File: src/rtl/i2s_pkg.sv
// Shared types and constants for the I2S primary-side clock controller.
package i2s_pkg;

  // Sequencer states; the encoding is also visible on the debug port.
  typedef enum logic [1:0] {
    IDLE = 2'd0,
    RUN  = 2'd1,
    STOP = 2'd2
  } state_e;

  // Default slot width and the number of SCK falls in one stereo frame.
  localparam int DEFAULT_DATA_WIDTH = 32;
  localparam int FRAME_FALLS        = 2 * DEFAULT_DATA_WIDTH;

  // Half-period giving 3.072 MHz SCK / 48 kHz frames from 98.304 MHz.
  localparam int HP_48K = 16;

endpackage

File: src/rtl/i2s_sck_divider.sv
// SCK divider: counts aclk cycles up to the half-period and toggles sck.
// o_toggle is high in the aclk cycle whose closing edge flips sck, so the
// parent can qualify it with the current sck level to find rises/falls.
module i2s_sck_divider #(
  parameter int DIV_WIDTH = 8
) (
  input  logic                 aclk,
  input  logic                 areset,
  input  logic                 i_run,
  input  logic                 i_clear,
  input  logic [DIV_WIDTH-1:0] i_hp,
  output logic                 o_sck,
  output logic                 o_toggle
);

  logic [DIV_WIDTH-1:0] r_div_cnt;
  logic                 r_sck;
  logic                 w_tc;

  // i_hp is never 0 here: the parent saturates it to 1 when latching.
  assign w_tc     = (r_div_cnt == (i_hp - DIV_WIDTH'(1)));
  assign o_toggle = i_run && !i_clear && w_tc;
  assign o_sck    = r_sck;

  // Divider counter and sck register; held at 0 whenever not running.
  always_ff @(posedge aclk or posedge areset) begin
    if (areset) begin
      r_div_cnt <= '0;
      r_sck     <= 1'b0;
    end else if (!i_run || i_clear) begin
      r_div_cnt <= '0;
      r_sck     <= 1'b0;
    end else if (w_tc) begin
      r_div_cnt <= '0;
      r_sck     <= ~r_sck;
    end else begin
      r_div_cnt <= r_div_cnt + DIV_WIDTH'(1);
    end
  end

endmodule

File: src/rtl/i2s_clock_controller.sv
// I2S primary-side sequencer: drives SCK/WS for a secondary-mode receiver,
// runs continuous stereo frames while enabled and stops on a frame boundary
// after one flush fall so the receiver releases its last right-channel word.
module i2s_clock_controller
  import i2s_pkg::*;
#(
  parameter int DATA_WIDTH  = 32,
  parameter int DIV_WIDTH   = 8,
  parameter int COUNT_WIDTH = 16
) (
  input  logic                   aclk,
  input  logic                   areset,
  input  logic                   enable,
  input  logic [DIV_WIDTH-1:0]   half_period,
  output logic                   sck,
  output logic                   ws,
  output logic                   busy,
  output logic                   frame_start,
  output logic                   aligned,
  output logic [COUNT_WIDTH-1:0] frame_count,
  output state_e                 dbg_state
);

  localparam int              BC_W    = (DATA_WIDTH > 1) ? $clog2(DATA_WIDTH) : 1;
  localparam logic [BC_W-1:0] BC_LAST = BC_W'(DATA_WIDTH - 1);

  state_e                 r_state;
  state_e                 w_state_next;
  logic [DIV_WIDTH-1:0]   r_hp;
  logic [BC_W-1:0]        r_bit_cnt;
  logic                   r_ch;
  logic                   r_started;
  logic                   r_ws;
  logic                   r_frame_start;
  logic                   r_aligned;
  logic [COUNT_WIDTH-1:0] r_frame_count;

  logic                   w_leave_idle;
  logic                   w_run;
  logic                   w_sck;
  logic                   w_toggle;
  logic                   w_fall;
  logic                   w_slot_end;
  logic                   w_frame_end;

  assign w_run = (r_state != IDLE);

  i2s_sck_divider #(
    .DIV_WIDTH (DIV_WIDTH)
  ) u_div (
    .aclk     (aclk),
    .areset   (areset),
    .i_run    (w_run),
    .i_clear  (w_leave_idle),
    .i_hp     (r_hp),
    .o_sck    (w_sck),
    .o_toggle (w_toggle)
  );

  // A fall is the cycle in which registered sck goes from 1 to 0.
  assign w_fall      = w_toggle && w_sck;
  // The first fall of a run only opens the left slot; slot ends count after it.
  assign w_slot_end  = w_fall && r_started && (r_bit_cnt == BC_LAST);
  assign w_frame_end = w_slot_end && r_ch;

  // Next-state logic. A frame-end fall with enable low is the flush fall,
  // whichever of RUN/STOP we are in, so an enable drop on that very cycle
  // takes effect immediately and no new frame is started.
  always_comb begin
    w_state_next = r_state;
    w_leave_idle = 1'b0;
    case (r_state)
      IDLE: begin
        if (enable) begin
          w_state_next = RUN;
          w_leave_idle = 1'b1;
        end
      end
      RUN: begin
        if (!enable) begin
          w_state_next = w_frame_end ? IDLE : STOP;
        end
      end
      STOP: begin
        if (enable) begin
          w_state_next = RUN;
        end else if (w_frame_end) begin
          w_state_next = IDLE;
        end
      end
      default: begin
        w_state_next = IDLE;
      end
    endcase
  end

  // State register plus the half-period latch taken when a run starts.
  always_ff @(posedge aclk or posedge areset) begin
    if (areset) begin
      r_state <= IDLE;
      r_hp    <= DIV_WIDTH'(1);
    end else begin
      r_state <= w_state_next;
      if (w_leave_idle) begin
        r_hp <= (half_period == '0) ? DIV_WIDTH'(1) : half_period;
      end
    end
  end

  // Slot counting, ws, frame pulses, frame counter and sticky alignment.
  // ws changes on the same edge as the sck fall so the receiver sees it.
  always_ff @(posedge aclk or posedge areset) begin
    if (areset) begin
      r_bit_cnt     <= '0;
      r_ch          <= 1'b0;
      r_started     <= 1'b0;
      r_ws          <= 1'b0;
      r_frame_start <= 1'b0;
      r_aligned     <= 1'b0;
      r_frame_count <= '0;
    end else begin
      r_frame_start <= 1'b0;
      if (w_leave_idle) begin
        r_bit_cnt <= '0;
        r_ch      <= 1'b0;
        r_started <= 1'b0;
        r_ws      <= 1'b0;
      end else if (w_fall) begin
        if (!r_started) begin
          r_started     <= 1'b1;
          r_bit_cnt     <= '0;
          r_ch          <= 1'b0;
          r_ws          <= 1'b0;
          r_frame_start <= 1'b1;
        end else if (w_slot_end) begin
          r_bit_cnt <= '0;
          r_ch      <= ~r_ch;
          r_ws      <= ~r_ch;
          if (r_ch) begin
            r_frame_count <= r_frame_count + COUNT_WIDTH'(1);
            r_frame_start <= enable;
          end else begin
            r_aligned <= 1'b1;
          end
        end else begin
          r_bit_cnt <= r_bit_cnt + BC_W'(1);
        end
      end
    end
  end

  assign sck         = w_sck;
  assign ws          = r_ws;
  assign busy        = w_run;
  assign frame_start = r_frame_start;
  assign aligned     = r_aligned;
  assign frame_count = r_frame_count;
  assign dbg_state   = r_state;

endmodule
File: config.mk
export PLATFORM = sky130hd
export DESIGN_NAME = i2s_clock_controller
export DESIGN_NICKNAME = d
export VERILOG_FILES = /design/src/rtl/i2s_pkg.sv /design/src/rtl/i2s_sck_divider.sv /design/src/rtl/i2s_clock_controller.sv
export SDC_FILE = /design/constraint.sdc
export NUM_CORES = 1
export LEC_CHECK = 0
export BUFFER_PORTS_ARGS = -buffer_cell sky130_fd_sc_hd__buf_4
export CAP_MARGIN = 30
export CORE_MARGIN = 2
export CORE_UTILIZATION = 51
export DETAILED_ROUTE_END_ITERATION = 8
export PLACE_DENSITY = 0.75
export SLEW_MARGIN = 20
export SYNTH_ARGS = -nofsm -noshare
export SYNTH_HDL_FRONTEND = slang
export SYNTH_SLANG_ARGS = --single-unit
File: constraint.sdc
create_clock -name aclk -period 2.2 [get_ports aclk]
set_input_delay 0.44 -clock aclk [delete_from_list [all_inputs] [get_ports aclk]]
set_output_delay 0.44 -clock aclk [all_outputs]
set_load 0.01 [all_outputs]
---- Yosys cells after proc, flatten, opt, wreduce, memory -nomap -nowiden ----
Index checks and enable logic that the tools add are counted.
word-level totals
  bits of input ports ..................... 11
  logic and storage cells ................. 71
  output and inout port bits .............. 23
  bits in registers ....................... 44
cells by class
  equal/unequal tests ..................... 8
  bitwise operators ....................... 3
  add/subtract/negate cells ............... 4
  reductions and logical operators ........ 18
  mux-type cells .......................... 28
operators by type and width
  cell                     number
  $mux W8                  3
  $mux W5                  4
  $add A16 B1 Y16 const B  1
  $mux W1                  15
  $mux W2                  5
  $reduce_and A5 Y1        2
  $add A8 B1 Y8 const B    1
  $eq A8 B8 Y1             1
  $logic_not A8 Y1         1
  $sub A8 B1 Y8 const B    1
  $logic_and A1 B1 Y1      6
  $pmux W2 S3              1
  $reduce_bool A2 Y1       3
  $add A5 B1 Y5 const B    1
  $eq A5 B5 Y1 const B     1
  $ne A2 B2 Y1 const B     2
  $ne A3 B1 Y1 const B     1
  $ne A3 B3 Y1 const B     1
  $not A1 Y1               3
  $reduce_and A3 Y1        1
  $eq A2 B1 Y1 const B     1
  $eq A2 B2 Y1 const B     1
  $logic_not A1 Y1         2
  $logic_not A2 Y1         1
  other kinds (2)          2

---- Depth between registers and ports, before layout ----
  word-level depth ........................ 12
  mapped depth ............................ 10
  gate-level depth less buffers ........... 8

---- Cells and area by module ----
From an unflattened synthesis, not the netlist that was laid out.
second synthesis, totals
  cells, all modules ...................... 231
  area, all modules ....................... 2316.0 um^2
by module, submodules not included
  module                area each (um^2)  sequential area each (um^2)  instances  cells an instance
  i2s_clock_controller  1562.7            877.1                        1          150
  i2s_sck_divider       753.2             225.2                        1          81

---- Worst setup path after synthesis ----
Ideal clock, no wire load.
  path kind ............................... register -> register
  start ................................... register r_hp[0]
  end ..................................... register r_bit_cnt[3]
  slack ................................... -0.164 ns
  data required time ...................... 2.080 ns
  path buffers ............................ 1
  period minus slack after synthesis ...... 2.364 ns
  stages on the path, launching flop included .. 10
  library setup time ...................... 0.120 ns
  arrival time ............................ 2.243 ns
  path through ............................ dfstp_2 > inv_1 > ha_1 > and2_1 > o21a_1 > o31ai_4 > nand4b_4 > or2_1 > buf_6 > a31o_2
between the ends
  cells in the longest elaborated chain, start to end .. 10
  elaborated cells on any way between the ends .. 11
  those cells by class .................... add/sub: 1; eq/ne: 1; mux: 4; reduce/logical: 5
ends and longest elaborated chain
  item                              RTL line                     source
  start: declaration                i2s_clock_controller.sv:29   logic [DIV_WIDTH-1:0] r_hp;
  start signal: assignment          i2s_clock_controller.sv:105  r_hp <= (half_period == '0) ? DIV_WIDTH'(1) : half_period;
  $sub A8 B1 Y8 (*)                 i2s_sck_divider.sv:21        assign w_tc = (r_div_cnt == (i_hp - DIV_WIDTH'(1)));
  $eq A8 B8 Y1 (*)                  i2s_sck_divider.sv:21
  $logic_and A1 B1 Y1 (*)           i2s_sck_divider.sv:22        assign o_toggle = i_run && !i_clear && w_tc;
  $logic_and A1 B1 Y1 (*)           i2s_clock_controller.sv:61   assign w_fall = w_toggle && w_sck;
  $logic_and A1 B1 Y1 (2 in a row)  i2s_clock_controller.sv:63   assign w_slot_end = w_fall && r_started && (r_bit_cnt == BC_LAST);
  $mux W5                           i2s_clock_controller.sv:135  end else if (w_slot_end) begin
  $mux W5                           i2s_clock_controller.sv:129  if (!r_started) begin
  $mux W5                           i2s_clock_controller.sv:128  end else if (w_fall) begin
  $mux W5                           i2s_clock_controller.sv:123  if (w_leave_idle) begin
  end signal: assignment            i2s_clock_controller.sv:146  r_bit_cnt <= r_bit_cnt + BC_W'(1);
  end: declaration                  i2s_clock_controller.sv:30   logic [BC_W-1:0] r_bit_cnt;
Every way passes the cells marked *; elsewhere a longest branch is shown, timed or not. The select of a mux whose other input is x is not followed.
A chain may end at the register's enable or synchronous reset.

---- Final worst setup path ----
  start ................................... register r_hp[0]
  end ..................................... register r_ws (netlist: ws)
between the ends
  cells in the longest elaborated chain, start to end .. 8
  elaborated cells on any way between the ends .. 9
  those cells by class .................... add/sub: 1; eq/ne: 2; reduce/logical: 6
ends and longest elaborated chain
  item                                    RTL line                     source
  $sub A8 B1 Y8 (*)                       i2s_sck_divider.sv:21
  $eq A8 B8 Y1 (*)                        i2s_sck_divider.sv:21
  $logic_and A1 B1 Y1 (*)                 i2s_sck_divider.sv:22
  $logic_and A1 B1 Y1 (*)                 i2s_clock_controller.sv:61
  $logic_and A1 B1 Y1 (2 in a row)        i2s_clock_controller.sv:63
  $ne A3 B1 Y1 (no source line)           --
  $reduce_and A2 Y1 (no source line) (*)  --
  end signal: assignment                  i2s_clock_controller.sv:138  r_ws <= ~r_ch;
  end: declaration                        i2s_clock_controller.sv:33   logic r_ws;
Every way passes the cells marked *; elsewhere a longest branch is shown, timed or not.

==> metrics.txt <==
Layout fillers=335; r2r endpoint=ws$_DFFE_PP0P_; CTS Root Cell=clkbuf_8; CP max FO=5; n_diodes=0; commonest cells in the netlist=dfrtp_1, nand2_1, xor2_1, nand3_1; Area Overhead vs Synth=32.1%; max_slew headroom=0.609; layout cells sized above 1=0.339; most frequent cell after synthesis=dfrtp_1; H-tree depth=2; post-synth top area share=0.460; Die Area=5150 um^2; largest net degree at the start of global routing=23; Slew @ Worst Pin=585 ps; Max Slew Vio Count=0; Max-Cap Viols=0; dpl hpwl=3.45 mm; fmax=0.410 GHz; Final Util=0.705; row count=24; vias in the first global route=1885; syn_nets=255; Post-Route WL=5.57 mm; Distinct cells, synth=42; top_reg_cell synth=dfrtp_1; synth top area cells=dfrtp_1, xor2_1, nand2_1; vias per std cell=5.78; worst skew pair latency=300 ps; first-pass GRT wire length=8.51 mm; Initial DRT Pass Iterations=4; Die X=71.8 um; ANT nets after route=0; die extent in y=71.8 um; post-synthesis cell area=2340 um^2; Worst Hold Class=input pin to async pin; failing checks=negative setup slack; Port Buf Inserts=33; Critical Path Source Type=flip-flop; initial antenna violation count=0; Synth Area per Inst=9.79 um^2; period utilization=1.11; Leak Pwr=1.52 nW; RSZ-0062 raised after global routing=true; multi-input gate area in the final layout=1350 um^2; synthesis warning total=0; CTS tree=built; Syn Inst Count=239; FF+latch area=1100 um^2; sequential element share of the synthesized area=0.471; CP endpoint kind=flip-flop; CP startpoint=r_hp[0]$_DFFE_PP1P_; Post-synth EDFFs=0; Crit Path Class=flip-flop to flip-flop; # setup viols final=34; Congestion Overflow GR=0; drt drc=0; largest area contributor in the synthesized netlist=dfrtp_1; Post-synth ARST share=1.00; WL/cell=16.2 um; Placeable Area=4380 um^2; FF-to-FF Start=r_hp[0]$_DFFE_PP1P_; Critical Path RT=2360 ps; Design Power=2.30 mW; status=finished, violations left; flops & latches, synth=44; R2R cell count=8; final count of hold timing violations=0; Fin Setup TNS=-4340 ps; routed vias=1990; final worst slack=-238 ps; final setup skew=8.63 ps; gpl congestion=0.827; Worst Setup EP=ws$_DFFE_PP0P_; reg2reg setup slack=-240 ps; Critical Path AT=2600 ps; crit path time final=2440 ps; Cell Pwr Density=744 nW/um^2; Iteration-0 DRC Markers=115; total CTS buffers=5; Total Routing Usage GR=0.208; CTS Hold Buffers Added=0; Initial Util=0.534; Nets=307; clk slew on worst S/H paths=90 ps; Clock Sinks=44; Max Root-Sink Buffers=2; Max VDD drop=0.456 mV; I/O pin cnt=34
==> placed cells by master, fill, tap and decap left out, types with 3 or more instances in the layout <==
cell type  netlist  layout
clkbuf_8         0       7
and3_1           9       9
inv_1            6       4
nand3_1         16      14
o21bai_1         3       3
nand2_1         32      32
nor2_1          15      13
o21ai_0          6       5
xnor2_1          9       9
dfrtp_1         43      42
nor3_1          15      11
nor3_2           0       3
o31ai_2          0       3
buf_4            0      50
buf_6            2       3
a21oi_1          5       3
nor4_4           1       3
ha_1             5       4
xor2_1          22      22
nand4_1          3       3
==> per-layer routing <==
layer	global-route usage	vias up	wire, um
li1	-	935	-
met5	0	-	0
met2	0.314	73	2670
met1	0.298	966	2470
met3	0.0380	16	290
met4	0.0860	0	141
==> worst min-delay path by stage <==
stage,endpoint,slack [ps]
2_1_floorplan,r_hp[7]$_DFFE_PP0P_,470
3_3_place_gp,frame_count[15]$_DFFE_PP0P_,460
3_5_place_dp,frame_count[15]$_DFFE_PP0P_,460
4_1_cts,dbg_state[1]$_DFFE_PP0P_,190
5_1_grt,dbg_state[1]$_DFFE_PP0P_,220
6_report,r_bit_cnt[2]$_DFFE_PP0P_,180
==> logic make-up after synthesis <==
family | after synthesis | share of synthesized area
AND/OR/NAND/NOR | 113 | 0.256
adder cells (fa/ha/maj) | 5 | 0.0267
flip-flops | 44 | 0.471
AO/OA/AOI/OAI | 29 | 0.0893
buffers and inverters | 15 | 0.0321
XOR/XNOR | 31 | 0.116
multiplexers | 2 | 0.00909
==> report_power, final <==
part	leakage [nW]	internal, mW	switching (mW)	total, mW
Combinational	0.864	0.282	0.375	0.656
Clock	0.0645	0.401	0.274	0.675
Sequential	0.593	0.873	0.0975	0.971
==> timing repair <==
action	CTS	global route
gates resized for setup	12	22
gates cloned	0	0
pin swaps	5	8
setup buffers	1	3
endpoints found under the setup margin	25	34
==> cell type report <==
type                       instances  area share
clock inverter                     1     0.00971
sequential                        44       0.357
timing repair buffer              54       0.139
clock buffer                       7      0.0312
inverter                           6     0.00728
multi-input combinational        180       0.435
tap                               52      0.0210
==> flip-flops by register name, indices dropped and copies added (netlist names) <==
| register | flops |
|---|---|
| dbg_state | 2 |
| r_bit_cnt | 5 |
| u_div.r_div_cnt | 8 |
| frame_start | 1 |
| r_hp | 8 |
| u_div.o_sck | 1 |
| frame_count | 16 |
| r_started | 1 |
| aligned | 1 |
| ws | 1 |
==> worst max-delay path, cell delays in order, from the launching register on <==
cell and delay (ps):
dfstp_2 380, buf_4 150, or2_2 310, nor4_1 340, xnor2_1 340, nand4b_4 200
buf_6 180, o311ai_4 280, o31ai_2 120
==> through the flow <==
step | area (um^2) | std cells | hold slack, ps | worst slack [ps]
after floorplan | 2370 | 239 | 465 | -82.7
after global placement | 2770 | 332 | 457 | -20.9
after detailed placement | 2770 | 332 | 462 | -69.3
after CTS | 2970 | 341 | 192 | -66.2
after global routing | 3090 | 344 | 216 | -350
final | 3090 | 344 | 181 | -238
Note: power is estimated with default switching activity, not from simulation.
